[src/rtl/spi_controller.sv]
// SPI mode-0 master that issues 16-bit {write, addr[6:0], data[7:0]} frames MSB-first.
// All outputs are registered. The state holds the phase and a shared counter times each phase.
module spi_controller #(
  parameter int CLK_DIV  = 4,
  parameter int CS_SETUP = 2,
  parameter int CS_HOLD  = 2,
  parameter int CS_GAP   = 4
) (
  input  logic       clk,
  input  logic       rst,
  input  logic       req_valid,
  output logic       req_ready,
  input  logic       req_write,
  input  logic [6:0] req_addr,
  input  logic [7:0] req_data,
  output logic       busy,
  output logic       done,
  output logic       sclk,
  output logic       copi,
  output logic       ncs
);

  function automatic int max4(input int a, input int b, input int c, input int d);
    int m;
    m = a;
    if (b > m) m = b;
    if (c > m) m = c;
    if (d > m) m = d;
    return m;
  endfunction

  localparam int CNT_W = $clog2(max4(CLK_DIV, CS_SETUP, CS_HOLD, CS_GAP) + 1);

  localparam logic [CNT_W-1:0] DIV_LAST   = CNT_W'(CLK_DIV - 1);
  localparam logic [CNT_W-1:0] SETUP_LAST = CNT_W'(CS_SETUP - 1);
  localparam logic [CNT_W-1:0] HOLD_LAST  = CNT_W'(CS_HOLD - 1);
  localparam logic [CNT_W-1:0] GAP_LAST   = CNT_W'(CS_GAP - 1);

  typedef enum logic [2:0] {IDLE, SETUP, SHIFT, HOLD, GAP} state_t;

  state_t           state_q, state_d;
  logic [CNT_W-1:0] cnt_q, cnt_d;
  logic [4:0]       bit_q, bit_d;
  logic [15:0]      frame_q;
  logic [3:0]       nxt_idx;
  logic             load;
  logic             sclk_d, copi_d, ncs_d, busy_d, done_d, ready_d;

  // Bit position of the next copi value, MSB first (only used while bit_q < 15).
  assign nxt_idx = 4'(5'd14 - bit_q);

  // Control and output registers; async reset forces the bus idle immediately.
  always_ff @(posedge clk or posedge rst) begin
    if (rst) begin
      state_q   <= IDLE;
      cnt_q     <= '0;
      bit_q     <= '0;
      sclk      <= 1'b0;
      copi      <= 1'b0;
      ncs       <= 1'b1;
      busy      <= 1'b0;
      done      <= 1'b0;
      req_ready <= 1'b1;
    end else begin
      state_q   <= state_d;
      cnt_q     <= cnt_d;
      bit_q     <= bit_d;
      sclk      <= sclk_d;
      copi      <= copi_d;
      ncs       <= ncs_d;
      busy      <= busy_d;
      done      <= done_d;
      req_ready <= ready_d;
    end
  end

  // Frame capture at accept; request inputs are never sampled again until the next accept.
  always_ff @(posedge clk) begin
    if (load) frame_q <= {req_write, req_addr, req_data};
  end

  // Next-state and next-output logic for the frame sequencer.
  always_comb begin
    state_d = state_q;
    cnt_d   = cnt_q;
    bit_d   = bit_q;
    sclk_d  = sclk;
    copi_d  = copi;
    ncs_d   = ncs;
    busy_d  = busy;
    done_d  = 1'b0;
    ready_d = req_ready;
    load    = 1'b0;
    case (state_q)
      IDLE: begin
        if (req_valid && req_ready) begin
          load    = 1'b1;
          state_d = SETUP;
          cnt_d   = '0;
          ncs_d   = 1'b0;
          copi_d  = req_write;
          busy_d  = 1'b1;
          ready_d = 1'b0;
        end
      end
      SETUP: begin
        if (cnt_q == SETUP_LAST) begin
          state_d = SHIFT;
          cnt_d   = '0;
          bit_d   = '0;
        end else begin
          cnt_d = cnt_q + CNT_W'(1);
        end
      end
      SHIFT: begin
        if (cnt_q == DIV_LAST) begin
          cnt_d  = '0;
          sclk_d = ~sclk;
          // Falling edge: advance to the next bit, or finish after bit 15.
          if (sclk) begin
            if (bit_q == 5'd15) begin
              state_d = HOLD;
            end else begin
              bit_d  = bit_q + 5'd1;
              copi_d = frame_q[nxt_idx];
            end
          end
        end else begin
          cnt_d = cnt_q + CNT_W'(1);
        end
      end
      HOLD: begin
        if (cnt_q == HOLD_LAST) begin
          state_d = GAP;
          cnt_d   = '0;
          ncs_d   = 1'b1;
          copi_d  = 1'b0;
        end else begin
          cnt_d = cnt_q + CNT_W'(1);
        end
      end
      GAP: begin
        if (cnt_q == GAP_LAST) begin
          state_d = IDLE;
          cnt_d   = '0;
          done_d  = 1'b1;
          busy_d  = 1'b0;
          ready_d = 1'b1;
        end else begin
          cnt_d = cnt_q + CNT_W'(1);
        end
      end
      default: state_d = IDLE;
    endcase
  end

endmodule

[config.mk]
export PLATFORM = sky130hd
export DESIGN_NAME = spi_controller
export DESIGN_NICKNAME = d
export VERILOG_FILES = /design/src/rtl/spi_controller.sv
export SDC_FILE = /design/constraint.sdc
export NUM_CORES = 1
export LEC_CHECK = 0
export ABC_AREA = 1
export BUFFER_PORTS_ARGS = -buffer_cell sky130_fd_sc_hd__buf_2
export CORE_MARGIN = 5
export CORE_UTILIZATION = 40
export DETAILED_ROUTE_END_ITERATION = 6
export PLACE_DENSITY = 0.71
export SKIP_LAST_GASP = 1
export SYNTH_ARGS = -nofsm -noshare
export SYNTH_HDL_FRONTEND = slang
export SYNTH_SLANG_ARGS = --single-unit
[constraint.sdc]
create_clock -name clk -period 2.4 [get_ports clk]
set_clock_uncertainty 0.1 [all_clocks]
set_input_delay 0.72 -clock clk [delete_from_list [all_inputs] [get_ports clk]]
set_output_delay 0.72 -clock clk [all_outputs]
set_load 0.1 [all_outputs]
* After elaboration in Yosys (flattened, before gate mapping)
Cells that the tools add are included.
** Storage, ports and cells
- Bits of input ports :: 19
- Register bits :: 33
- Word-level logic and storage cells :: 83
** Operators by class
- Bitwise logic cells :: 1
- Eq/ne operators :: 15
- Magnitude comparators :: 1
- Muxes and demuxes :: 37
- Add/subtract/negate cells :: 3
- Reductions and logical operators :: 16
** Operator list (number)
- $mux 3 :: 10
- $mux 5 :: 4
- $ne 2x2->1 const B :: 8
- $mux 1 :: 15
- $pmux 3 s5 :: 1
- $pmux 5 s2 :: 1
- $eq 3x2->1 const B :: 3
- $pmux 3 s3 :: 1
- $reduce_and 7->1 :: 1
- $eq 3x1->1 const B :: 2
- $pmux 1 s2 :: 3
- $reduce_and 3->1 :: 2
- $reduce_and 6->1 :: 1
- $reduce_bool 2->1 :: 3
- $reduce_bool 3->1 :: 2
- $add 5x1->5 const B :: 1
- $eq 5x4->1 const B :: 1
- $lt 4x5->1 const B :: 1
- $reduce_and 5->1 :: 1
- $bmux 1 s4 :: 1
- $reduce_and 2->1 :: 2
- $reduce_or 2->1 :: 2
- $sub 4x4->4 const A :: 1
- $add 3x1->3 const B :: 1
- other kinds (5) :: 5

* Depth between registers and ports, before layout
Gate-level depths: netlist (run 1).
- Depth in word-level cells :: 7
- Mapped depth :: 10

* Least setup slack after synthesis (run 1)
OpenSTA, ideal clock, no wires.
- Path kind :: register to register
- From :: reg req_ready
- To :: reg frame_q[0] (enable)
- Setup slack :: 92 ps
- Library setup time :: 390 ps
- Period minus slack after synthesis :: 2308 ps
- Data arrival time :: 1818 ps
- Buffers on the path :: 0
- Cell stages (with the launch flop) :: 3
- Cell sequence :: dfstp_2 nand2_1 nor2_1
** On the way
- Word-level cells in the longest chain between the ends :: 3
** RTL lines
- from (decl) :: RTL line 12 : output logic req_ready,
- from (signal assigned) :: RTL line 73 : req_ready <= ready_d;
- $logic_and 1x1->1 :: RTL line 96 : if (req_valid && req_ready) begin
- $mux 1 :: RTL line 96
- $mux 1 :: RTL line 94 : case (state_q)
- net load :: RTL line 46 : logic load;
- to (signal assigned) :: RTL line 79 : if (load) frame_q <= {req_write, req_addr, req_data};
- to (decl) :: RTL line 44 : logic [15:0] frame_q;
The timed path passes the listed nets, and every way through them passes these cells.
A chain may end at the register's enable or synchronous reset.

* Worst setup path in the final report (run 1)
- From :: reg req_ready
- To :: out req_ready
No word-level cell between the ends.

==> results of run 1 <==
-- worst min-delay path, stage by stage (launching register included) --
cell,delay [ps]
dfstp_2,370
o21ai_0,70
nand2_1,50
-- sequential cells by signal (all words and copies together) (netlist names) --
signal	count
frame_q	16
bit_q	5
ncs	1
cnt_q	3
copi	1
done	1
sclk	1
state_q	3
req_ready	1
busy	1
-- per-layer routing --
| layer | part of all wire | global-route usage | wire [um] | vias up |
|---|---|---|---|---|
| met5 | 0 | 0 | 0 | - |
| met2 | 0.44 | 0.1830 | 1326 | 35 |
| met4 | 0.018 | 0.04918 | 53 | 0 |
| li1 | - | - | - | 598 |
| met1 | 0.47 | 0.1754 | 1427 | 527 |
| met3 | 0.068 | 0.04709 | 205 | 7 |
-- power breakdown --
part	switching, mW	total, mW	internal [mW]
Combinational	0.0109	0.0214	0.0105
Clock	0.196	0.502	0.306
Sequential	0	0.594	0.594
-- final timing paths --
check | from | to | slack, ps | cells after the start
min in group asynchronous | rst | bit_q[3] | 420 | 2
min | ncs | ncs | 380 | 2
max in group asynchronous | rst | cnt_q[0] | 1360 | 2
max | req_ready | req_ready | 340 | 1
max reg2reg | bit_q[0] | bit_q[2] | 490 | 8
min reg2reg | ncs | ncs | 380 | 2
-- placed cells by master, fill, tap and decap left out, types with 2 or more instances in the layout --
cell type,count
edfxtp_1,16
dfrtp_1,15
inv_1,21
ha_1,6
nand4_1,2
clkbuf_8,5
o22ai_1,3
o21ai_0,11
buf_2,24
nand2_2,3
nand2_1,37
a21oi_2,2
xor2_1,3
nand3_1,19
dfstp_2,2
nor2_1,10
-- cell families after synthesis --
family / count (synthesis) / synth area share
xor+xnor: 3 / 0.01684
simple gates: 75 / 0.2117
compound gates: 21 / 0.08501
fa+ha+maj: 6 / 0.04811
buf+inv: 23 / 0.05613
flops: 33 / 0.5822
-- cell type report --
class | count | share of cell area
Clock buffer | 6 | 0.03924
Tap cell | 48 | 0.03248
Multi-Input combinational cell | 105 | 0.3051
Sequential cell | 33 | 0.4912
Clock inverter | 2 | 0.01827
Inverter | 22 | 0.04466
Timing Repair Buffer | 25 | 0.06901
==> metrics.yaml, run 1 <==
status: "finished, final reports clean"
multi_input_area_um2: 564.3
cts_resized: 0
cts_made_buffers: 5
area_growth_pct: 18.52
period_needed_ps: 2063
io_pins: 25
ir_drop_v: 0.0003622
ctsHoldBuffers: 0
drcViolationCount: 0
timing.fmax_mhz: 484.7
synth_cells: 161
fin_area_um2: 1849
crit_family: "flip-flops"
worstSetupPathType: "flop to output port"
dpl_cell_area_um2: 1743
cp_slowest_stage_delay_ps: 540
seq_area_um2: 908.4
die_area_um2: 5250
setup_ws_ps: 336.8
cts_sinks: 33
overflow: 0
synth_seq_area_share: 0.5822
vias: 1167
syn_area_per_cell_um2: 9.691
dpl.hpwl_mm: 2.296
grtUsageTotal: 0.1278
end_kind: "output port"
crit_slowest_cell: "dfstp_2"
synthDistinctLibCells: 25
hold_viol: 0
syn-cell-area_um2: 1560
gp_routability_congestion: 0.8423
setup_viol: 0
async_flop_share: 0.5152
diodes: 0
cp_num_buf_inv: 1
finalPower_mw: 1.117
clock_latency_ps: 280
drv_cap: 0
post_cts_buffers: 0
p_leak_nw: 0.8366
yosys.area.top_type: "edfxtp_1"
drive_above_1_share: 0.2228
synth.most_common_cell: "nand2_1"
io_buffers: 24
p_per_area_nw_per_um2: 604.2
post_drt_wl_per_cell_um: 12.50
rsz0062_at_grt: "false"
worstPathArrival_ps: 1240
setup_tns_ps: 0
slew_headroom: 0.5595
crit_fanout: 3
ys_warn_count: 0
die_w_um: 72.46
first_iter_violations: 100
grt_pass1_wl_mm: 5.119
ant_nets: 0
synth_edf_count: 16
hold_class: "flop to flop"
viasPerCell: 4.842
synthTopCellsByArea: "edfxtp_1, dfrtp_1, nand2_1"
placed_cells: 233
yosysTopAreaCellShare: 0.3079
die_h_um: 72.46
tritoncts: "done"
path_cells: "buf_2"
firstDrtPassIters: 4
antenna_found_initial: 0
dpl_worst_slack_ps: 484.7
drv_slew: 0
core_area_um2: 3716
grt_max_degree: 18
holdWs_ps: 383.3
ys.flop_type: "edfxtp_1"
wl_mm: 3.012
clk_pin_slew_ps: 60
utilization: 0.4976
worst_ep_required_time_ps: 1580
syn_nets: 186
cts_root_buf: "clkbuf_8"
synth_commonest_cells: "nand2_1, inv_1, nand3_1, edfxtp_1, dfrtp_1"
tightest_slew_ps: 660.0
fin_cells: 241
nets: 217
crit_path_start_kind: "flop"
clockBufferDepth: 2
ys_ff_latch: 33
grt_pass1_vias: 1111
htree_levels: 2
period_share: 0.8597
fp-row-count: 22
fillers: 365
initial_core_util: 0.4199
Power figures use the tool's default switching activity.
==> inputs of run 2 (changes only) <==
--- a/config.mk
+++ b/config.mk
@@ -7,7 +7,7 @@
 export LEC_CHECK = 0
 export ABC_AREA = 1
 export BUFFER_PORTS_ARGS = -buffer_cell sky130_fd_sc_hd__buf_2
-export CORE_MARGIN = 5
+export CORE_ASPECT_RATIO = 1.5
 export CORE_UTILIZATION = 40
 export DETAILED_ROUTE_END_ITERATION = 6
 export PLACE_DENSITY = 0.71
==> run 2 against run 1 <==
Compared with the run above:
- hold slack better by 3.4 ps
- sequential share of layout area is 0.66 points lower
- maximum frequency fell by 0.38%
- count of clock-buffer cells in the layout shrank 1
- final area up 1.4%
- die area is 21% lower
- flip-flop and latch count is the same
- clock power up 26%
- utilization up 0.67 points
- register-to-register slack better by 20 ps
- combinational power about the same
==> metrics.yaml, run 2 (same netlist as run 1, synthesis figures left out) <==
worst_ep_required_time_ps: 1580  # about the same
slew_headroom: 0.5511  # -0.008434
worstPathArrival_ps: 1250  # about the same
holdWs_ps: 386.7  # +3.417 ps
io_buffers: 24  # unchanged
r2r_cells: 8  # unchanged
crit_path_start_kind: "flop"
final_common_cell: "nand2_1"
grtUsageTotal: 0.1747  # +0.04696
crit_fanout: 3  # unchanged
period_share: 0.8629  # +0.003294
clk_pin_slew_ps: 70  # about the same
worstSetupPathType: "flop to output port"
cp_num_buf_inv: 1  # unchanged
r2r_end: "bit_q[4]"
wl_mm: 3.038  # +0.86%
hold_class: "flop to flop"
hold_depth: 2  # unchanged
dpl.hpwl_mm: 2.306  # +0.46%
path_cells: "buf_2"
core_area_um2: 3716  # unchanged
firstDrtPassIters: 4  # unchanged
drcViolationCount: 0  # unchanged
period_needed_ps: 2071  # +7.905 ps
die_w_um: 53.00  # -27%
ant_nets: 0  # unchanged
crit_slowest_cell: "dfstp_2"
p_per_area_nw_per_um2: 667.2  # +10%
drive_above_1_share: 0.2332  # +0.01036
crit_family: "flip-flops"
grt_pass1_vias: 1262  # +14%
end_kind: "output port"
largest_register: "frame_q"
drv_cap: 0  # unchanged
cts_sinks: 33  # unchanged
rrSetupSlack_ps: 510  # +20 ps
fp-row-count: 27  # +23%
rsz0062_at_grt: "false"
clockBufferDepth: 2  # unchanged
ctsHoldBuffers: 0  # unchanged
grt_pass1_wl_mm: 5.216  # +1.9%
first_iter_violations: 23  # -77%
diodes: 0  # unchanged
timing.fmax_mhz: 482.8  # -0.38%
initial_core_util: 0.4199  # unchanged
top_regs: "frame_q (16), bit_q (5)"
setup_tns_ps: 0  # unchanged
tightest_slew_ps: 672.6  # +12.64 ps
die_area_um2: 4160  # -21%
setup_viol: 0  # unchanged
largest_reg_flops: 16  # unchanged
grt_max_degree: 18  # unchanged
ir_drop_v: 0.0003835  # +5.9%
post_drt_wl_per_cell_um: 12.87  # +3.0%
viasPerCell: 5.017  # +3.6%
cts_resized: 0  # unchanged
post_cts_buffers: 0  # unchanged
cp-startpoint: "req_ready"
clock_latency_ps: 290  # about the same
hold_end: "ncs"
tritoncts: "done"
cp_slowest_stage_delay_ps: 540  # about the same
nets: 217  # unchanged
area_growth_pct: 20.13
cts_root_buf: "clkbuf_8"
overflow: 0  # unchanged
hold_path_startpoint: "ncs"
hold_viol: 0  # unchanged
antenna_found_initial: 0  # unchanged
io_pins: 25  # unchanged
status: "finished, final reports clean"
htree_levels: 2  # unchanged
utilization: 0.5044  # +0.006734
gp_routability_congestion: 0.8063  # -4.3%
die_h_um: 78.49  # +8.3%
fillers: 362  # -0.82%
cts_made_buffers: 5  # unchanged
final_cell_mix: "nand2_1, buf_2, inv_1"
r2r-start: "bit_q[0]"
p_leak_nw: 0.8526  # +1.9%
drv_slew: 0  # unchanged
vias: 1184  # +1.5%
[run 2: cell types whose count changed in the layout (fill, tap and decap cells not counted)]
cell	delta
bufinv_16	+1
clkbuf_1	-1
clkinv_1	-1
inv_6	+1
[run 2: where the power goes]
| part | internal (mW) | total [mW] | leakage (nW) | switching (mW) |
|---|---|---|---|---|
| Clock | 0.418 | 0.635 | 0.0687 | 0.218 |
| Combinational | 0.0105 | 0.0216 | 0.437 | 0.0111 |
| Sequential | 0.593 | 0.593 | 0.347 | 0 |
[run 2: worst max-delay path by stage]
stage,endpoint,depth (start not counted)
5_1_grt,req_ready,1
2_1_floorplan,frame_q[0],2
6_report,req_ready,1
3_3_place_gp,copi,9
3_5_place_dp,bit_q[2],8
4_1_cts,req_ready,1
[run 2: metrics by stage]
step	power [mW]	instance area [um^2]	cells	setup WS (ps)
global placement	0.6270	1737	228	588.4
detailed placement	0.6271	1737	228	532.1
floorplan	0.6107	1560	161	91.56
global route	1.279	1874	236	306.1
CTS	1.259	1874	236	323.5
finish	1.251	1874	236	328.9
[run 2: layout make-up]
| type | instances | area, um^2 | area share |
|---|---|---|---|
| clock inverters | 3 | 68.82 | 0.03672 |
| flip-flops and latches | 33 | 908.4 | 0.4846 |
| well taps | 43 | 53.80 | 0.02870 |
| multi-input cells | 105 | 564.3 | 0.3011 |
| inverters | 22 | 82.58 | 0.04406 |
| repair buffers | 25 | 127.6 | 0.06809 |
| clock buffers | 5 | 68.82 | 0.03672 |
[run 2: metal layers]
| metal | wire [um] | GRT usage | up-vias |
|---|---|---|---|
| met2 | 1630 | 0.3051 | 18 |
| met3 | 108 | 0.04264 | 7 |
| li1 | - | - | 597 |
| met1 | 1234 | 0.1874 | 562 |
| met4 | 65 | 0.08684 | 0 |
| met5 | 0 | 0 | - |
==> inputs of run 3 (changes only) <==
--- a/config.mk
+++ b/config.mk
@@ -8,9 +8,9 @@
 export ABC_AREA = 1
 export BUFFER_PORTS_ARGS = -buffer_cell sky130_fd_sc_hd__buf_2
 export CORE_ASPECT_RATIO = 1.5
-export CORE_UTILIZATION = 40
+export CORE_UTILIZATION = 55
 export DETAILED_ROUTE_END_ITERATION = 6
-export PLACE_DENSITY = 0.71
+export PLACE_DENSITY = 0.89
 export SKIP_LAST_GASP = 1
 export SYNTH_ARGS = -nofsm -noshare
 export SYNTH_HDL_FRONTEND = slang
==> run 3 against run 2 <==
Compared with the run above:
- sequential share of layout area increased by 0.99 points
- wire length increased by 4.1%
- first-iteration DRC count increased by 83%
- power decreased by 10%
- sequential power about the same
- global-route usage increased by 8.0 points
- register-to-register slack got worse by 20 ps
- highest routed layer unchanged
==> metrics.yaml, run 3 (same netlist as run 1, synthesis figures left out) <==
cts_sinks: 33  # unchanged
worstPathArrival_ps: 1260  # about the same
holdWs_ps: 411.6  # +24.85 ps
diodes: 0  # unchanged
use_met1: 0.2950  # +0.1075
crit_path_start_kind: "flop"
grt_max_degree: 18  # unchanged
io_buffers: 24  # unchanged
fillers: 212  # -41%
cts_root_buf: "clkbuf_8"
wl_mm: 3.164  # +4.1%
tightest_slew_ps: 656.2  # -16.40 ps
viasPerCell: 5.339  # +6.4%
ctsHoldBuffers: 0  # unchanged
slew_headroom: 0.5621  # +0.01094
largest_reg_flops: 16  # unchanged
gp_routability_congestion: 0.8952  # +11%
die_h_um: 67.23  # -14%
cp_num_buf_inv: 1  # unchanged
status: "finished, final reports clean"
worst_ep_required_time_ps: 1580  # about the same
seq_area_um2: 908.4  # unchanged
worstSetupPathType: "flop to output port"
die_area_um2: 3058  # -26%
use_met3: 0.07487  # +0.03223
post_cts_buffers: 0  # unchanged
die_w_um: 45.49  # -14%
finalPower_mw: 1.126  # -10%
grtUsageTotal: 0.2544  # +0.07972
vias: 1228  # +3.7%
core_area_um2: 2676  # -28%
final_common_cell: "nand2_1"
top_usage_layer: "met2"
hold_viol: 0  # unchanged
largest_register: "frame_q"
met2_usage: 0.4018  # +0.09672
drv_cap: 0  # unchanged
path_cells: "buf_2"
hold_class: "input port to asynchronous set/reset pin"
rsz0062_at_grt: "false"
p_per_area_nw_per_um2: 613.0  # -8.1%
fp-row-count: 23  # -15%
area_growth_pct: 17.72
first_iter_violations: 42  # +83%
dpl.hpwl_mm: 2.344  # +1.6%
grt_pass1_vias: 1244  # -1.4%
htree_levels: 2  # unchanged
cts_made_buffers: 5  # unchanged
r2r-start: "bit_q[0]"
antenna_found_initial: 0  # unchanged
period_share: 0.8656  # +0.002605
timing.fmax_mhz: 481.4  # -0.30%
top_regs: "frame_q (16), bit_q (5)"
crit_slowest_cell: "dfstp_2"
post_drt_wl_per_cell_um: 13.76  # +6.9%
clk_pin_slew_ps: 70  # about the same
clock_latency_ps: 290  # about the same
drv_slew: 0  # unchanged
r2r_end: "bit_q[3]"
clockBufferDepth: 2  # unchanged
grt_pass1_wl_mm: 5.382  # +3.2%
firstDrtPassIters: 4  # unchanged
tritoncts: "done"
period_needed_ps: 2077  # +6.253 ps
placed_cells: 222  # -2.6%
end_kind: "output port"
nets: 217  # unchanged
ant_nets: 0  # unchanged
fin_cells: 230  # -2.5%
setup_viol: 0  # unchanged
cts_resized: 0  # unchanged
setup_tns_ps: 0  # unchanged
r2r_cells: 8  # unchanged
cp_slowest_stage_delay_ps: 540  # about the same
ir_drop_v: 0.0005616  # +46%
drive_above_1_share: 0.2280  # -0.005181
rrSetupSlack_ps: 490  # -20 ps
initial_core_util: 0.5830  # +0.1631
final_cell_mix: "nand2_1, buf_2, inv_1"
crit_fanout: 3  # unchanged
io_pins: 25  # unchanged
p_leak_nw: 0.8390  # -1.6%
utilization: 0.6863  # +0.1819
drcViolationCount: 0  # unchanged
crit_family: "flip-flops"
multi_input_area_um2: 564.3  # unchanged
overflow: 0  # unchanged
==> run 3: changes by cell type in the layout (fill, tap and decap cells not counted), sizes merged <==
cell and change:
inv -1, bufinv -1, clkinv +1, clkbuf +1
==> run 3: cell type report <==
class                      count  area share
clock inverter                 2     0.01907
inverter                      22     0.04496
timing repair buffer          25     0.06948
sequential                    33      0.4946
clock buffer                   6     0.03951
tap                           37     0.02520
multi-input combinational    105      0.3072
==> run 3: metrics by stage <==
stage / worst slack (ps) / instance area, um^2
floorplan: 91.56 / 1560
global placement: 610.2 / 1729
detailed placement: 524.7 / 1729
CTS: 314.1 / 1837
global route: 292.6 / 1837
finish: 322.7 / 1837
==> run 3: where the power goes <==
group | switching, mW | leakage, nW | internal (mW)
combinational | 0.0109 | 0.437 | 0.0105
clock | 0.203 | 0.0552 | 0.308
sequential | 0 | 0.347 | 0.594
==> run 3: worst max-delay path by stage <==
| stage | endpoint | from | slack [ps] | cells after the start |
|---|---|---|---|---|
| finish | req_ready | req_ready | 320 | 1 |
| global route | copi | bit_q[0] | 290 | 9 |
| CTS | req_ready | req_ready | 310 | 1 |
| detailed placement | bit_q[2] | bit_q[0] | 520 | 8 |
| global placement | copi | bit_q[0] | 610 | 9 |
| floorplan | frame_q[0] | req_ready | 90 | 2 |
==> run 3: per-layer routing <==
layer,wire (um),vias up,part of all wire
li1,-,596,-
met1,1233,574,0.39
met2,1672,48,0.53
met3,160,10,0.051
met4,97,0,0.031
met5,0,-,0
